===== src/rtl/mips_pkg.sv =====
// Shared types and constants for the instruction-fetch stage.
package mips_pkg;

  localparam int XLEN = 32;

  localparam logic [XLEN-1:0] PC_RESET_DEF = 32'h0040_0000;
  localparam logic [XLEN-1:0] NOP_INSTR    = 32'h0000_0000;

  // Opcode field position inside an instruction word
  localparam int OP_MSB = 31;
  localparam int OP_LSB = 26;

  typedef enum logic [1:0] {
    BOOT  = 2'd0,
    FETCH = 2'd1,
    HOLD  = 2'd2,
    DRAIN = 2'd3
  } fetch_state_e;

  typedef struct packed {
    logic            valid;
    logic [XLEN-1:0] instr;
    logic [XLEN-1:0] pc_plus4;
  } if_id_t;

  // Instruction addresses are always word aligned
  function automatic logic [XLEN-1:0] align_word(input logic [XLEN-1:0] addr);
    return {addr[XLEN-1:2], 2'b00};
  endfunction

endpackage


===== src/rtl/fetch_stage_if.sv =====
// Instruction-memory request/response bus. Memory answers in the cycle it
// raises imem_ready, so rdata is only meaningful when req and ready are both 1.
interface fetch_stage_if
  import mips_pkg::*;
#(
  parameter int DATA_WIDTH = XLEN
);
  logic                  imem_req;
  logic [DATA_WIDTH-1:0] imem_addr;
  logic                  imem_ready;
  logic [DATA_WIDTH-1:0] imem_rdata;

  modport master (output imem_req, output imem_addr, input imem_ready, input imem_rdata);
  modport slave  (input imem_req, input imem_addr, output imem_ready, output imem_rdata);
endinterface


===== src/rtl/if_id_register.sv =====
// IF/ID pipeline payload register. Flush clears the instruction (leaving a
// nop), and beats hold so a redirect always wins over a stall.
module if_id_register
  import mips_pkg::*;
(
  input  logic   clk,
  input  logic   reset,
  input  logic   load_i,
  input  logic   flush_i,
  input  logic   hold_i,
  input  if_id_t d_i,
  output if_id_t q_o
);

  if_id_t payload_q;

  // Payload update: flush > hold > load
  always_ff @(posedge clk or negedge reset) begin
    if (!reset) begin
      payload_q <= '0;
    end else if (flush_i) begin
      payload_q.valid <= 1'b0;
      payload_q.instr <= NOP_INSTR;
    end else if (!hold_i && load_i) begin
      payload_q <= d_i;
    end
  end

  assign q_o = payload_q;

endmodule


===== src/rtl/fetch_stage.sv =====
// Instruction-fetch stage: PC, memory request FSM, one-entry skid buffer and
// the IF/ID register feeding the control decoder.
//
// state | meaning
// BOOT  | first cycle after reset, no request issued
// FETCH | request at pc every cycle; responses go to IF/ID
// HOLD  | stalled with a fetched word parked in the skid buffer
// DRAIN | redirect seen mid-request; waiting to throw away the stale word
module fetch_stage
  import mips_pkg::*;
#(
  parameter int                    DATA_WIDTH = XLEN,
  parameter logic [DATA_WIDTH-1:0] PC_RESET   = PC_RESET_DEF
)(
  input  logic                  clk,
  input  logic                  reset,
  fetch_stage_if.master         imem,
  input  logic                  stall,
  input  logic                  redirect,
  input  logic [DATA_WIDTH-1:0] redirect_pc,
  output logic                  if_id_valid,
  output logic [DATA_WIDTH-1:0] if_id_instr,
  output logic [DATA_WIDTH-1:0] if_id_pc_plus4,
  output logic [5:0]            if_id_op
);

  fetch_state_e          state_q;
  logic [DATA_WIDTH-1:0] pc_q;
  logic [DATA_WIDTH-1:0] target_q;
  if_id_t                skid_q;
  logic                  req_q;

  logic [DATA_WIDTH-1:0] pc_plus4;
  logic [DATA_WIDTH-1:0] redir_aligned;
  logic                  ifid_load;
  logic                  ifid_flush;
  logic                  ifid_hold;
  if_id_t                ifid_d;
  if_id_t                ifid_q;

  // pc + 4 wraps naturally at the top of the address space
  assign pc_plus4      = pc_q + DATA_WIDTH'(4);
  assign redir_aligned = align_word(redirect_pc);

  assign imem.imem_req  = req_q;
  assign imem.imem_addr = pc_q;

  // IF/ID control: what the pipeline register does this cycle
  always_comb begin
    ifid_load  = 1'b0;
    ifid_flush = 1'b0;
    ifid_hold  = 1'b0;
    ifid_d     = '0;
    case (state_q)
      FETCH: begin
        if (redirect) begin
          ifid_flush = 1'b1;
        end else if (stall) begin
          ifid_hold = 1'b1;
        end else if (imem.imem_ready) begin
          ifid_load = 1'b1;
          ifid_d    = {1'b1, imem.imem_rdata, pc_plus4};
        end else begin
          ifid_load = 1'b1;    // bubble while memory is waiting
        end
      end
      HOLD: begin
        if (redirect) begin
          ifid_flush = 1'b1;
        end else if (stall) begin
          ifid_hold = 1'b1;
        end else begin
          ifid_load    = 1'b1;
          ifid_d       = skid_q;
          ifid_d.valid = 1'b1;
        end
      end
      DRAIN: begin
        if (redirect) ifid_flush = 1'b1;
        else          ifid_hold  = 1'b1;
      end
      default: ifid_hold = 1'b1;
    endcase
  end

  // Fetch FSM with PC, skid buffer, saved redirect target and registered req
  always_ff @(posedge clk or negedge reset) begin
    if (!reset) begin
      state_q  <= BOOT;
      pc_q     <= PC_RESET;
      target_q <= '0;
      skid_q   <= '0;
      req_q    <= 1'b0;
    end else begin
      case (state_q)
        BOOT: begin
          state_q <= FETCH;
          req_q   <= 1'b1;
        end
        FETCH: begin
          if (imem.imem_ready) begin
            if (redirect) begin
              pc_q <= redir_aligned;
            end else if (stall) begin
              pc_q    <= pc_plus4;
              skid_q  <= {1'b1, imem.imem_rdata, pc_plus4};
              state_q <= HOLD;
              req_q   <= 1'b0;
            end else begin
              pc_q <= pc_plus4;
            end
          end else if (redirect) begin
            // request still in flight: keep the address stable until it lands
            target_q <= redir_aligned;
            state_q  <= DRAIN;
          end
        end
        HOLD: begin
          if (redirect) begin
            pc_q    <= redir_aligned;
            skid_q  <= '0;
            state_q <= FETCH;
            req_q   <= 1'b1;
          end else if (!stall) begin
            skid_q  <= '0;
            state_q <= FETCH;
            req_q   <= 1'b1;
          end
        end
        DRAIN: begin
          if (redirect) target_q <= redir_aligned;
          if (imem.imem_ready) begin
            pc_q    <= redirect ? redir_aligned : target_q;
            state_q <= FETCH;
          end
        end
        default: begin
          state_q <= BOOT;
          req_q   <= 1'b0;
        end
      endcase
    end
  end

  if_id_register u_if_id (
    .clk     (clk),
    .reset   (reset),
    .load_i  (ifid_load),
    .flush_i (ifid_flush),
    .hold_i  (ifid_hold),
    .d_i     (ifid_d),
    .q_o     (ifid_q)
  );

  assign if_id_valid    = ifid_q.valid;
  assign if_id_instr    = ifid_q.instr;
  assign if_id_pc_plus4 = ifid_q.pc_plus4;
  assign if_id_op       = if_id_instr[OP_MSB:OP_LSB];

endmodule


===== src/flat_wrapper.sv =====
// flat-port wrapper written by rule: the top's interface ports become plain ports
module fetch_stage_flat import mips_pkg::*;
#(
  parameter int                    DATA_WIDTH = XLEN,
  parameter logic [DATA_WIDTH-1:0] PC_RESET   = PC_RESET_DEF
)
  (clk, reset, stall, redirect, redirect_pc, if_id_valid, if_id_instr, if_id_pc_plus4, if_id_op, imem_imem_req, imem_imem_addr, imem_imem_ready, imem_imem_rdata);
  fetch_stage_if #(.DATA_WIDTH(DATA_WIDTH)) imem_i ();
  input  logic clk;
  input  logic reset;
  input  logic stall;
  input  logic redirect;
  input  logic [DATA_WIDTH-1:0] redirect_pc;
  output logic if_id_valid;
  output logic [DATA_WIDTH-1:0] if_id_instr;
  output logic [DATA_WIDTH-1:0] if_id_pc_plus4;
  output logic [5:0] if_id_op;
  output wire logic [$bits(imem_i.imem_req)-1:0] imem_imem_req;
  output wire logic [$bits(imem_i.imem_addr)-1:0] imem_imem_addr;
  input wire logic [$bits(imem_i.imem_ready)-1:0] imem_imem_ready;
  input wire logic [$bits(imem_i.imem_rdata)-1:0] imem_imem_rdata;
  assign imem_imem_req = imem_i.imem_req;
  assign imem_imem_addr = imem_i.imem_addr;
  assign imem_i.imem_ready = imem_imem_ready;
  assign imem_i.imem_rdata = imem_imem_rdata;
  fetch_stage #(.DATA_WIDTH(DATA_WIDTH), .PC_RESET(PC_RESET)) u_core (.clk(clk), .reset(reset), .imem(imem_i), .stall(stall), .redirect(redirect), .redirect_pc(redirect_pc), .if_id_valid(if_id_valid), .if_id_instr(if_id_instr), .if_id_pc_plus4(if_id_pc_plus4), .if_id_op(if_id_op));
endmodule

===== config.mk =====
export PLATFORM = sky130hd
export DESIGN_NAME = fetch_stage_flat
export DESIGN_NICKNAME = d
export VERILOG_FILES = /design/src/rtl/mips_pkg.sv /design/src/rtl/fetch_stage_if.sv /design/src/rtl/if_id_register.sv /design/src/rtl/fetch_stage.sv /design/src/flat_wrapper.sv
export SDC_FILE = /design/constraint.sdc
export NUM_CORES = 1
export LEC_CHECK = 0
export ABC_AREA = 1
export BUFFER_PORTS_ARGS = -buffer_cell sky130_fd_sc_hd__buf_2
export CORE_MARGIN = 4
export CORE_UTILIZATION = 50
export CTS_CLUSTER_DIAMETER = 80
export DETAILED_ROUTE_END_ITERATION = 10
export GPL_TIMING_DRIVEN = 0
export PLACE_DENSITY_LB_ADDON = 0.3
export REMOVE_ABC_BUFFERS = 1
export SYNTH_ARGS = -nofsm -noshare
export SYNTH_HDL_FRONTEND = slang
export SYNTH_SLANG_ARGS = --single-unit

===== constraint.sdc =====
create_clock -name clk -period 2.77 [get_ports clk]
set_input_delay 0.831 -clock clk [delete_from_list [all_inputs] [get_ports clk]]
set_output_delay 0.831 -clock clk [all_outputs]
set_load 0.1 [all_outputs]

# Word level (Yosys, flattened, before mapping)
# Index checks and enable logic that the tools add are counted.
[word_totals]
wordCells = 85
out_inout_bits = 104
input_bits = 69
register_bits = 196
[op_classes]
n_eq_ne = 13
addsub = 1
bitwise = 1
muxes = 45
reduce_logical = 16
[op_table]
columns = ["op", "n"]
rows = [
  ["2-to-1 mux 65 bit", 6],
  ["2-to-1 mux 64 bit", 5],
  ["2-to-1 mux 32 bit", 6],
  ["one-hot mux 65 bit (2 select lines)", 1],
  ["one-hot mux 64 bit (2 select lines)", 1],
  ["one-hot mux 32 bit (3 select lines)", 1],
  ["one-hot mux 32 bit (2 select lines)", 1],
  ["2-to-1 mux 33 bit", 1],
  ["adder 32 x 3 -> 32 bit, second input constant", 1],
  ["AND reduction 5 bit", 3],
  ["2-to-1 mux 2 bit", 7],
  ["2-to-1 mux 1 bit", 13],
  ["inequality test 2 bit, second input constant", 6],
  ["inequality test 3 bit, second input constant", 4],
  ["one-hot mux 2 bit (4 select lines)", 1],
  ["nonzero test 2 bit", 3],
  ["nonzero test 3 bit", 2],
  ["equality test 2 bit, second input constant", 2],
  ["AND reduction 2 bit", 2],
  ["AND reduction 4 bit", 1],
  ["one-hot mux 1 bit (3 select lines)", 1],
  ["OR reduction 3 bit", 1],
  ["equality test 2 x 1 -> 1 bit, second input constant", 1],
  ["zero test 2 bit", 1],
  ["other kinds (5)", 5],
]

# Longest topological paths before layout
# Gate-level depths: netlist (run 1).
[depth]
word_depth = 7
mapped_depth = 13
mapped_depth_nobuf = 11

# Hierarchy
# Synthesis (run 1) repeated with hierarchy kept, for this count alone.
[unflattened]
hier_cells = 1447
hier_area_um2 = 10752.8
[modules_own_cells]
columns = ["module", "seq_area_each_um2", "cells_each", "area_per_inst_um2", "instances"]
rows = [
  ["fetch_stage", 3279.4, 1155, 8021.4, 1],
  ["if_id_register", 1626.6, 292, 2731.4, 1],
]

# Least setup slack after synthesis (run 1)
# Ideal clock, no wire load.
[synth_timing]
path_kind = "reg-to-reg"
start = "register u_core.pc_q[2], in the netlist u_core.imem.imem_addr[2]"
end = "register u_core.u_if_id.payload_q, in the netlist u_core.u_if_id.q_o[22]"
required_ps = 2647
slack_ps = 565
setup_ps = 123
path_buffers = 0
stages_incl_launch_ff = 9
period_less_slack_ps = 2205
t_arrival_ps = 2082
cell_sequence = "dfrtp_1 > ha_1 > nand2_1 > nor2_1 > nand2_1 > nor2_1 > nand3_1 > nand3_1 > a21oi_1"
[synth_between]
elab_chain_len = 5
[synth_lines]
columns = ["item", "line", "source"]
rows = [
  ["start, declared", "fetch_stage.sv:28", "logic [DATA_WIDTH-1:0] pc_q;"],
  ["start signal, assigned", "fetch_stage.sv:103", "pc_q <= redir_aligned;"],
  ["start signal, assigned", "fetch_stage.sv:105", "pc_q <= pc_plus4;"],
  ["start signal, assigned", "fetch_stage.sv:110", "pc_q <= pc_plus4;"],
  ["adder 32 x 3 -> 32 bit", "fetch_stage.sv:42", "assign pc_plus4 = pc_q + DATA_WIDTH'(4);"],
  ["2-to-1 mux 65 bit", "fetch_stage.sv:60", "end else if (imem.imem_ready) begin"],
  ["2-to-1 mux 65 bit", "fetch_stage.sv:58", "end else if (stall) begin"],
  ["2-to-1 mux 65 bit", "fetch_stage.sv:56", "if (redirect) begin"],
  ["one-hot mux 65 bit (2 select lines)", "fetch_stage.sv:54", "case (state_q)"],
  ["end signal, assigned", "if_id_register.sv:25", "payload_q <= d_i;"],
  ["end, declared", "if_id_register.sv:15", "if_id_t payload_q;"],
]
# Every way passes these cells.
# A chain may end at the register's enable or synchronous reset.

# Worst setup path in the final report (run 1)
[layout_timing]
start = "register u_core.state_q[1]"
end = "register u_core.skid_q[18] in the netlist's numbering"
[layout_between]
elab_chain_len = 3
elab_cells_between_ends = 9
classes_between = "6 x eq/ne; 1 x mux; 2 x reduce/logical"
[layout_lines]
columns = ["item", "line", "source"]
rows = [
  ["start, declared", "fetch_stage.sv:27", "fetch_state_e state_q;"],
  ["start signal, assigned", "fetch_stage.sv:89", "state_q <= BOOT;"],
  ["start signal, assigned", "fetch_stage.sv:97", "state_q <= FETCH;"],
  ["start signal, assigned", "fetch_stage.sv:107", "state_q <= HOLD;"],
  ["equality test 2 bit or equality test 2 x 1 -> 1 bit (tied branches)", "fetch_stage.sv:95", "case (state_q)"],
  ["inequality test 3 bit (no source line) (tied with other cells)", "-", ""],
  ["AND reduction 5 bit (no source line)", "-", ""],
  ["end signal, assigned", "fetch_stage.sv:106", "skid_q <= {1'b1, imem.imem_rdata, pc_plus4};"],
  ["end, declared", "fetch_stage.sv:30", "if_id_t skid_q;"],
]
# Parallel ways exist; a longest one is shown, timed or not.

==> flow_summary_export.csv, run 1 <==
group,metric,value,unit
status,outcome,"finished clean",
layout,area_growth,18.6,%
job,cap_violations,0,
floorplanning,die_y,149,um
setup_path,critPathRequiredTime,3140,ps
layout,num_antenna_cells,0,
placement,dp_hpwl,18100,um
placement,dp_slack,-1880,ps
synth,yosysTopAreaCellShare,49.3,%
global_route,grt_usage,25.5,%
routing,dr_wl_met2,13100,um
placement,place_congestion,0.840,
floorplanning,io_pins,173,
setup_path,critPathArrivalTime,2960,ps
synth,synth_area_leaders,"dfrtp_1 49%, nand2_1 11%, inv_1 6.2%, a21oi_1 5.3%, o21ai_0 5.3%",
setup_path,cp_slowest_stage_delay,470,ps
layout,drive_above_1_share,18.4,%
pwr,total_power,16.4,mW
timing,tightestPinTransition,774,ps
timing,slew_viol_final,0,
floorplanning,die_width,149,um
routing,wl_per_cell,17.0,um
routing,drtAntennaViolNets,0,
routing,wl_met3,2030,um
timing,setup_slack,178,ps
timing,fmaxAchievable,386,MHz
routing,top_layer_used,"met4",
routing,vias_per_cell,5.44,
cts,cts.sink_count,196,
layout,final_nets,1474,
floorplanning,row_count,51,
cts,cts_root_buf,"clkbuf_16",
setup_path,path_max_fanout,35,
setup_path,slowest_stage,"ha_1",
timing,fin_crit,2590,ps
floorplanning,initial_core_util,50.9,%
routing,drt_iter0_markers,757,
synth,ys_seq_area_share,49.6,%
synth,yosys.area.top_type,"dfrtp_1",
pwr,power.density,1400,mW/mm^2
cts,h-tree-depth,4,
global_route,grt_pass1_wl,45400,um
cts,cts_tree,"built",
routing,wl_met1,12900,um
timing,fin_crit_sh,93.6,%
cts,clkSlewWorstSetupHoldPaths,70,ps
routing,drc,0,
placement,portBuffers,170,
setup_path,path_cells,"inv_1 > ha_1 > nand2_1 > o22ai_1 > nand2_4 > nor2_4 > buf_4 > nand3_1 > nand2_1",
global_route,antenna_found_initial,0,
cts,holdBufCountCts,0,
cts,cts_made_buffers,17,
setup_path,cp-end-kind,"flop",
worst_hold_path,hold_class,"in2async",
cts,clockBufferDepth,2,
setup_path,worst_setup_path_start_kind,"flop",
pwr,peakVddDrop,965,uV
placement,placed_cells,1634,
timing,hold_viol_final,0,
cts,clkLatencyLatePin,430,ps
timing,setup_viol,0,
global_route,grt_max_degree,116,
routing,routed-via-count,9122,
synth,post_synth_num_cell_types,38,
synth,postSynthAreaPerCell,7.82,um^2
layout,stdcell_count,1678,
timing,timing.max_slew.rel_slack,48.4,%
pwr,power.leakage,5.70,nW
floorplanning,design.die.area,0.0221,mm^2
global_route,overflow,0,
synth,ys_ff_latch,196,
synth,yosysWarnings,0,
floorplanning,core-area,0.0195,mm^2
layout,fin_util,60.3,%
synth,syn_area,0.00990,mm^2
routing,wl,28500,um
synth,syn_inst,1266,
timing,clock_skew,9.24,ps
setup_path,path_common_cell,"nand2_1",
routing,first_pass_iters,5,
setup_path,criticalPathCategory,"reg2reg",
timing,rsz0062_at_grt,"false",
global_route,first_global_vias,8777,
==> where the power goes <==
group | switching (mW) | internal, mW
Sequential | 0.827 | 4.01
Clock | 1.11 | 1.61
Combinational | 6.87 | 1.99
Total | 8.81 | 7.60
==> sequential cells by signal, indices dropped and copies added, names as in the netlist <==
| register | cells |
|---|---|
| u_core.imem.imem_addr | 32 |
| u_core.imem.imem_req | 1 |
| u_core.skid_q | 64 |
| u_core.state_q | 2 |
| u_core.target_q | 32 |
| u_core.u_if_id.q_o | 65 |
==> cells in the final DEF (no fill, tap or decap), types with 3 or more instances in the layout <==
cell and count:
xor2_1 5, o22ai_2 20, o22ai_1 45, dfrtp_1 195, a31oi_1 10, buf_6 3
buf_16 3, o21bai_1 5, buf_12 3, clkbuf_16 17, ha_1 4, bufinv_16 5
inv_1 160, a21boi_0 3, nand3_1 78, a21oi_1 105, a221oi_1 4, o21ai_0 104
or2_2 3, nand4_1 3, clkbuf_1 3, clkinvlp_4 8, a22o_1 5, nor2_1 115
buf_4 5, buf_2 168, nand2_1 302
==> synth_stat cells, drive strengths merged <==
library cell,instances
nand2,304
dfrtp,195
inv,168
nor2,117
o21ai,108
a21oi,105
nand3,79
o22ai,65
buf,46
clkbuf,27
a31oi,10
a22o,5
ha,5
o21bai,5
xor2,5
a221oi,4
nand4,4
a21boi,3
or2,3
xnor2,2
a22oi,1
and2,1
dfstp,1
mux2i,1
nor3,1
o2111ai,1
==> worst max-delay path, delay by kind of cell, from the launching register on <==
| family | cells | cell delay, ps |
|---|---|---|
| AO/OA/AOI/OAI | 1 | 230 |
| flip-flops | 1 | 430 |
| AND/OR/NAND/NOR | 5 | 980 |
| buffers and inverters | 2 | 400 |
| adder cells (fa/ha/maj) | 1 | 470 |
==> stage by stage <==
step	hold WS [ps]	TNS [ps]	cell area, um^2
3_5_place_dp	466	-234320	10900
3_3_place_gp	462	-827770	10700
4_1_cts	400	0	11700
2_1_floorplan	449	-27330	9540
6_report	360	0	11700
5_1_grt	418	0	11700
==> cells by family after synthesis <==
kind of cell	share of synthesized area (%)
AOI/OAI and AO/OA	18.4
xor gates and xnor gates	0.619
adders and majority gates	0.632
buffers and inverters	9.97
DFF	49.6
muxes	0.101
and+or+nand+nor	20.8
==> routing by layer <==
layer | vias to the layer above | track usage (%)
li1 | 4378 | -
met1 | 4336 | 36.0
met2 | 369 | 41.1
met3 | 39 | 4.08
met4 | 0 | 7.58
met5 | - | 0
==> layout make-up <==
cell class | instances | area (um^2)
Clock buffer | 20 | 437
Timing Repair inverter | 2 | 15.0
Timing Repair Buffer | 183 | 1070
Sequential cell | 196 | 4910
Fill cell | 1724 | 7720
Multi-Input combinational cell | 832 | 4110
Tap cell | 265 | 332
Inverter | 168 | 673
Clock inverter | 12 | 204
==> final timing paths <==
path	startpoint	end	slack, ps	cells after the start
max	u_core.state_q[1]	u_core.skid_q[18]	180	9
min	reset	u_core.u_if_id.q_o[35]	360	1
max reg2reg	u_core.state_q[1]	u_core.skid_q[18]	180	9
min reg2reg	u_core.u_if_id.q_o[6]	u_core.u_if_id.q_o[6]	480	2
max in group asynchronous	reset	u_core.skid_q[23]	1400	2
min in group clk	u_core.u_if_id.q_o[6]	u_core.u_if_id.q_o[6]	480	2
==> repair_timing <==
item | 4_1_cts | 5_1_grt
gates cloned | 3 | 2
setup endpoints to repair | 162 | 103
pin swaps | 1 | 1
setup buffers | 7 | 0
resized for setup | 22 | 2
(Power assumes the default switching activity.)
==> inputs of run 2 (changes only) <==
==> constraint.sdc (replaced) <==
create_clock -name clk -period 3.1 [get_ports clk]
set_input_delay 0.93 -clock clk [delete_from_list [all_inputs] [get_ports clk]]
set_output_delay 0.93 -clock clk [all_outputs]
set_load 0.1 [all_outputs]
==> run 2 against run 1 <==
Final cell count about the same. Clock power fell by 11%. Global-route usage is 0.18 points lower. Count of clock-buffer cells in the layout stayed put. Non-clock buffer count up 1. Clock skew up 1.6 ps. Largest power group unchanged. Final area shrank 0.40%. Setup slack gained 92 ps. Utilization fell by 0.24 points.
==> flow_summary_export.csv, run 2 (same netlist as run 1, synthesis figures left out) <==
group,metric,value,unit
status,outcome,"finished clean",
pwr,p_sw_share,53.5,%
placement,dp_slack,-1650,ps
setup_path,crit_buf_inv,2,
timing,slew_viol_final,0,
layout,stdcell_area,0.0117,mm^2
setup_path,r2r_end,"u_core.u_if_id.q_o[64]",
setup_path,rrSetupSlack,320,ps
job,cap_violations,0,
layout,area_growth,18.1,%
global_route,grt_max_degree,116,
cts,cts_root_buf,"clkbuf_16",
cts,clkSlewWorstSetupHoldPaths,70,ps
global_route,antenna_found_initial,0,
setup_path,worst_setup_path_start_kind,"input pin",
timing,whs,461,ps
placement,place_congestion,0.840,
setup_path,critPathTopFamily,"simple AND/OR/NAND/NOR gates",
cts,holdBufCountCts,0,
routing,wl_per_cell,16.6,um
setup_path,slowest_stage,"nand4_4",
pwr,power_frac_comb,53.8,%
cts,cts_tree,"built",
cts,cts.sink_count,196,
timing,setup_slack,270,ps
placement,post_dp_cell_area,0.0109,mm^2
layout,fin_util,60.1,%
global_route,first_global_vias,8732,
cts,h-tree-depth,4,
cts,clockBufferDepth,2,
timing,fin_crit,2830,ps
timing,fmaxAchievable,353,MHz
worst_hold_path,hold_class,"in2async",
pwr,switching_power,7.79,mW
timing,timing.max_slew.rel_slack,45.9,%
routing,drt_iter0_markers,737,
layout,final_nets,1473,
setup_path,startpoint,"redirect",
layout,final_cell_mix,"302 x nand2_1, 195 x dfrtp_1, 168 x buf_2",
pwr,power.leakage,5.69,nW
timing,setup_viol,0,
setup_path,critPathArrivalTime,3170,ps
setup_path,path_common_cell,"o21ai_0",
pwr,peakVddDrop,862,uV
floorplanning,design.die.area,0.0221,mm^2
global_route,grt_usage,25.4,%
pwr,power.density,1250,mW/mm^2
timing,rsz0062_at_grt,"false",
setup_path,criticalPathCategory,"in2reg",
layout,num_antenna_cells,0,
global_route,grt_pass1_wl,45100,um
timing,clock_skew,10.9,ps
floorplanning,die_width,149,um
setup_path,worstRegToRegCells,6,
floorplanning,io_pins,173,
floorplanning,row_count,51,
timing,hold_viol_final,0,
setup_path,cp_slowest_stage_delay,620,ps
routing,wl,27800,um
routing,drtAntennaViolNets,0,
cts,clkLatencyLatePin,430,ps
layout,largest_register_ffs,65,
setup_path,r2r-start,"u_core.state_q[0]",
placement,dp_hpwl,18100,um
routing,drc,0,
setup_path,critPathRequiredTime,3440,ps
floorplanning,initial_core_util,50.9,%
setup_path,cp.depth,6,
global_route,overflow,0,
pwr,p_int,6.78,mW
pwr,pwr-share-seq,29.6,%
placement,portBuffers,170,
layout,fillerInstances,1737,
routing,routed-via-count,9081,
pwr,power_frac_clock,16.6,%
pwr,total_power,14.6,mW
setup_path,path_cells,"buf_4 > nor2_2 > nand4_4 > inv_8 > o21ai_0 > o21ai_0",
floorplanning,die_y,149,um
timing,fin_crit_sh,91.3,%
floorplanning,core-area,0.0195,mm^2
layout,drive_above_1_share,18.3,%
setup_path,cp-end-kind,"flop",
cts,cts_made_buffers,17,
setup_path,critPathCapture,"u_core.u_if_id.q_o[64]",
routing,first_pass_iters,6,
routing,vias_per_cell,5.42,
timing,tightestPinTransition,809,ps
layout,layout_commonest_cell,"nand2_1",
setup_path,path_max_fanout,65,
[run 2: cell types whose count changed in the layout (fill, tap and decap cells not counted)]
| cell | before | now |
|---|---|---|
| buf_12 | 3 | 2 |
| buf_4 | 5 | 8 |
| buf_6 | 3 | 2 |
| ha_2 | 0 | 1 |
| ha_4 | 1 | 0 |
| inv_12 | 1 | 0 |
| inv_4 | 0 | 1 |
| inv_6 | 2 | 1 |
| inv_8 | 0 | 1 |
| nand4_2 | 1 | 0 |
| o21ai_2 | 2 | 1 |
[run 2: worst reg2reg max path, delay by kind of cell (launching register included)]
| kind | cells | cell delay (ps) |
|---|---|---|
| flip-flops | 1 | 400 |
| AO/OA/AOI/OAI | 2 | 280 |
| buffers and inverters | 2 | 950 |
| AND/OR/NAND/NOR | 1 | 620 |
| adder cells (fa/ha/maj) | 1 | 440 |
[run 2: worst min path at each step]
stage / end / depth (start not counted) / slack [ps]
3_3_place_gp: u_core.skid_q[15] / 2 / 460
4_1_cts: u_core.skid_q[13] / 2 / 480
6_report: u_core.u_if_id.q_o[35] / 1 / 460
3_5_place_dp: u_core.skid_q[13] / 2 / 470
5_1_grt: u_core.skid_q[15] / 2 / 500
2_1_floorplan: u_core.skid_q[19] / 2 / 450
[run 2: stage by stage]
step,TNS [ps],instances
after detailed placement,-196900,1634
after floorplan,-10270,1193
after global placement,-734510,1628
final,0,1677
after CTS,-439,1672
after global routing,0,1677
[run 2: per-layer routing]
layer | vias to the layer above | track usage, % | wire length [um]
met2 | 410 | 40.4 | 12700
li1 | 4371 | - | -
met3 | 31 | 4.05 | 2370
met4 | 0 | 7.58 | 477
met1 | 4269 | 36.1 | 12200
met5 | - | 0 | 0
[run 2: power groups by stage]
| stage | Combinational [mW] | Sequential (mW) | Clock [mW] |
|---|---|---|---|
| 2_1_floorplan | 2.90 | 7.26 | 0 |
| 3_3_place_gp | 7.49 | 4.31 | 0 |
| 3_5_place_dp | 7.70 | 4.34 | 0 |
| 4_1_cts | 7.80 | 4.30 | 2.45 |
| 5_1_grt | 8.45 | 4.42 | 2.57 |
| 6_report | 7.85 | 4.31 | 2.42 |
[run 2: layout make-up]
cell class                 instances  area, um^2  share of cell area, %
tap                              265         332                   2.83
timing repair inverter             2        15.0                  0.128
multi-input combinational        830        4080                   34.9
inverter                         168         666                   5.69
timing repair buffer             184        1060                   9.07
sequential                       196        4910                   41.9
clock buffer                      20         437                   3.73
clock inverter                    12         204                   1.74
[run 2: what timing repair did]
action,in CTS,in global routing
setup endpoints to repair,160,105
setup buffers,4,4
gates resized for setup,12,9
pin swaps,1,0
gates cloned,2,1
==> inputs of run 3 (changes only) <==
==> constraint.sdc (replaced) <==
create_clock -name clk -period 3.1 [get_ports clk]
set_input_delay 0.155 -clock clk [delete_from_list [all_inputs] [get_ports clk]]
set_output_delay 0.155 -clock clk [all_outputs]
set_load 0.1 [all_outputs]
==> run 3 against run 2 <==
Die area is the same. Critical path type is now reg2reg. Wire length grew 0.50%. Clock skew is essentially flat. Critical endpoint unchanged. Final area grew 1.4%. Highest routed layer unchanged.
==> flow_summary_export.csv, run 3 (same netlist as run 1, synthesis figures left out) <==
group,metric,value,unit
status,outcome,"finished clean",
global_route,grt_pass1_wl,45300,um
floorplanning,die_width,149,um
setup_path,path_common_cell,"o21ai_0",
timing,fin_crit,2850,ps
layout,fillerInstances,1713,
timing,fmaxAchievable,350,MHz
layout,ff_latch_area,0.00491,mm^2
floorplanning,io_pins,173,
layout,final_nets,1493,
routing,wl_per_cell,16.4,um
layout,final_cell_mix,"302 x nand2_1, 195 x dfrtp_1, 168 x buf_2",
placement,post_dp_cell_area,0.0109,mm^2
setup_path,critPathRequiredTime,3440,ps
layout,num_antenna_cells,0,
cts,clockBufferDepth,2,
routing,drc,0,
floorplanning,design.die.area,0.0221,mm^2
routing,wl,27900,um
pwr,peakVddDrop,862,uV
cts,cts.sink_count,196,
global_route,antenna_found_initial,0,
cts,h-tree-depth,4,
placement,portBuffers,170,
setup_path,critPathArrivalTime,3200,ps
timing,setup_slack,245,ps
floorplanning,row_count,51,
layout,fin_util,61.0,%
cts,clkLatencyLatePin,430,ps
timing,whs,15.3,ps
timing,tightestPinTransition,946,ps
timing,slew_viol_final,0,
floorplanning,die_y,149,um
layout,multi_input_comb_area,0.00406,mm^2
layout,stdcell_area,0.0119,mm^2
timing,rsz0062_at_grt,"false",
setup_path,cp-end-kind,"flop",
layout,largest_register_ffs,65,
timing,setup_viol,0,
setup_path,path_cells,"ha_2 > inv_1 > nand4_4 > inv_6 > o21ai_0 > o21ai_0",
pwr,power.leakage,5.75,nW
cts,clkSlewWorstSetupHoldPaths,70,ps
routing,vias_per_cell,5.39,
layout,area_growth,19.8,%
routing,first_pass_iters,5,
setup_path,slowest_stage,"inv_6",
placement,place_congestion,0.840,
placement,dp_slack,-874,ps
timing,fin_crit_sh,92.1,%
placement,placed_cells,1634,
floorplanning,core-area,0.0195,mm^2
setup_path,criticalPathCategory,"reg2reg",
cts,cts_tree,"built",
placement,dp_hpwl,18100,um
global_route,grt_max_degree,116,
global_route,overflow,0,
routing,drtAntennaViolNets,0,
routing,drt_iter0_markers,779,
timing,clock_skew,11.3,ps
pwr,power.density,1230,mW/mm^2
routing,routed-via-count,9153,
job,cap_violations,0,
layout,stdcell_count,1697,
worst_hold_path,hold_class,"in2reg",
cts,cts_root_buf,"clkbuf_16",
setup_path,cp_slowest_stage_delay,690,ps
cts,cts_made_buffers,17,
floorplanning,initial_core_util,50.9,%
timing,timing.max_slew.rel_slack,36.9,%
layout,layout_commonest_cell,"nand2_1",
setup_path,path_max_fanout,62,
timing,hold_viol_final,0,
global_route,first_global_vias,8796,
setup_path,worst_setup_path_start_kind,"flop",
global_route,grt_usage,25.4,%
layout,drive_above_1_share,17.8,%
setup_path,crit_buf_inv,2,
setup_path,critPathTopFamily,"buffers and inverters",
## run 3: final cells by class
cell class	count	area share, %
flip-flops and latches	196	41.4
inverters	168	5.52
well taps	265	2.79
multi-input cells	830	34.2
repair buffers	204	10.6
clock buffers	20	3.68
clock inverters	12	1.72
repair inverters	2	0.105
## run 3: repair_timing
item	CTS	global route
cloned	2	1
pin swaps	1	0
setup buffers	3	1
resized for setup	8	7
hold endpoints to repair	104	0
hold buffers	24	0
endpoints found under the setup margin	104	82
## run 3: power breakdown
part	internal [mW]	switching, mW
sequential	3.58	0.725
clock	1.44	0.985
combinational	1.72	6.08
## run 3: tightest hold or removal path, delay by kind of cell
kind,cells,cell delay (ps)
AO/OA/AOI/OAI,2,160
buffers and inverters,1,90
## run 3: through the flow
step	power [mW]	setup TNS, ps
6_report	14.5	0
5_1_grt	15.4	0
4_1_cts	14.6	0
3_5_place_dp	12.0	-82250
3_3_place_gp	11.8	-497170
2_1_floorplan	10.2	-10270
## run 3: path summary, 6_finish.rpt
check,start,to,slack [ps],depth (start not counted)
setup / recovery,u_core.state_q[0],u_core.u_if_id.q_o[64],250,6
hold / removal,redirect_pc[18],u_core.imem.imem_addr[18],20,3
setup reg to reg,u_core.state_q[0],u_core.u_if_id.q_o[64],250,6
hold reg to reg,u_core.skid_q[19],u_core.skid_q[19],480,2
max in group asynchronous,reset,u_core.skid_q[23],1790,3
min in group asynchronous,reset,u_core.u_if_id.q_o[35],300,2
## run 3: routing by layer
| metal | part of all wire (%) | GRT usage (%) |
|---|---|---|
| met1 | 44 | 36.4 |
| met2 | 47 | 40.8 |
| met3 | 7.5 | 3.69 |
| met4 | 1.6 | 6.97 |
| met5 | 0 | 0 |
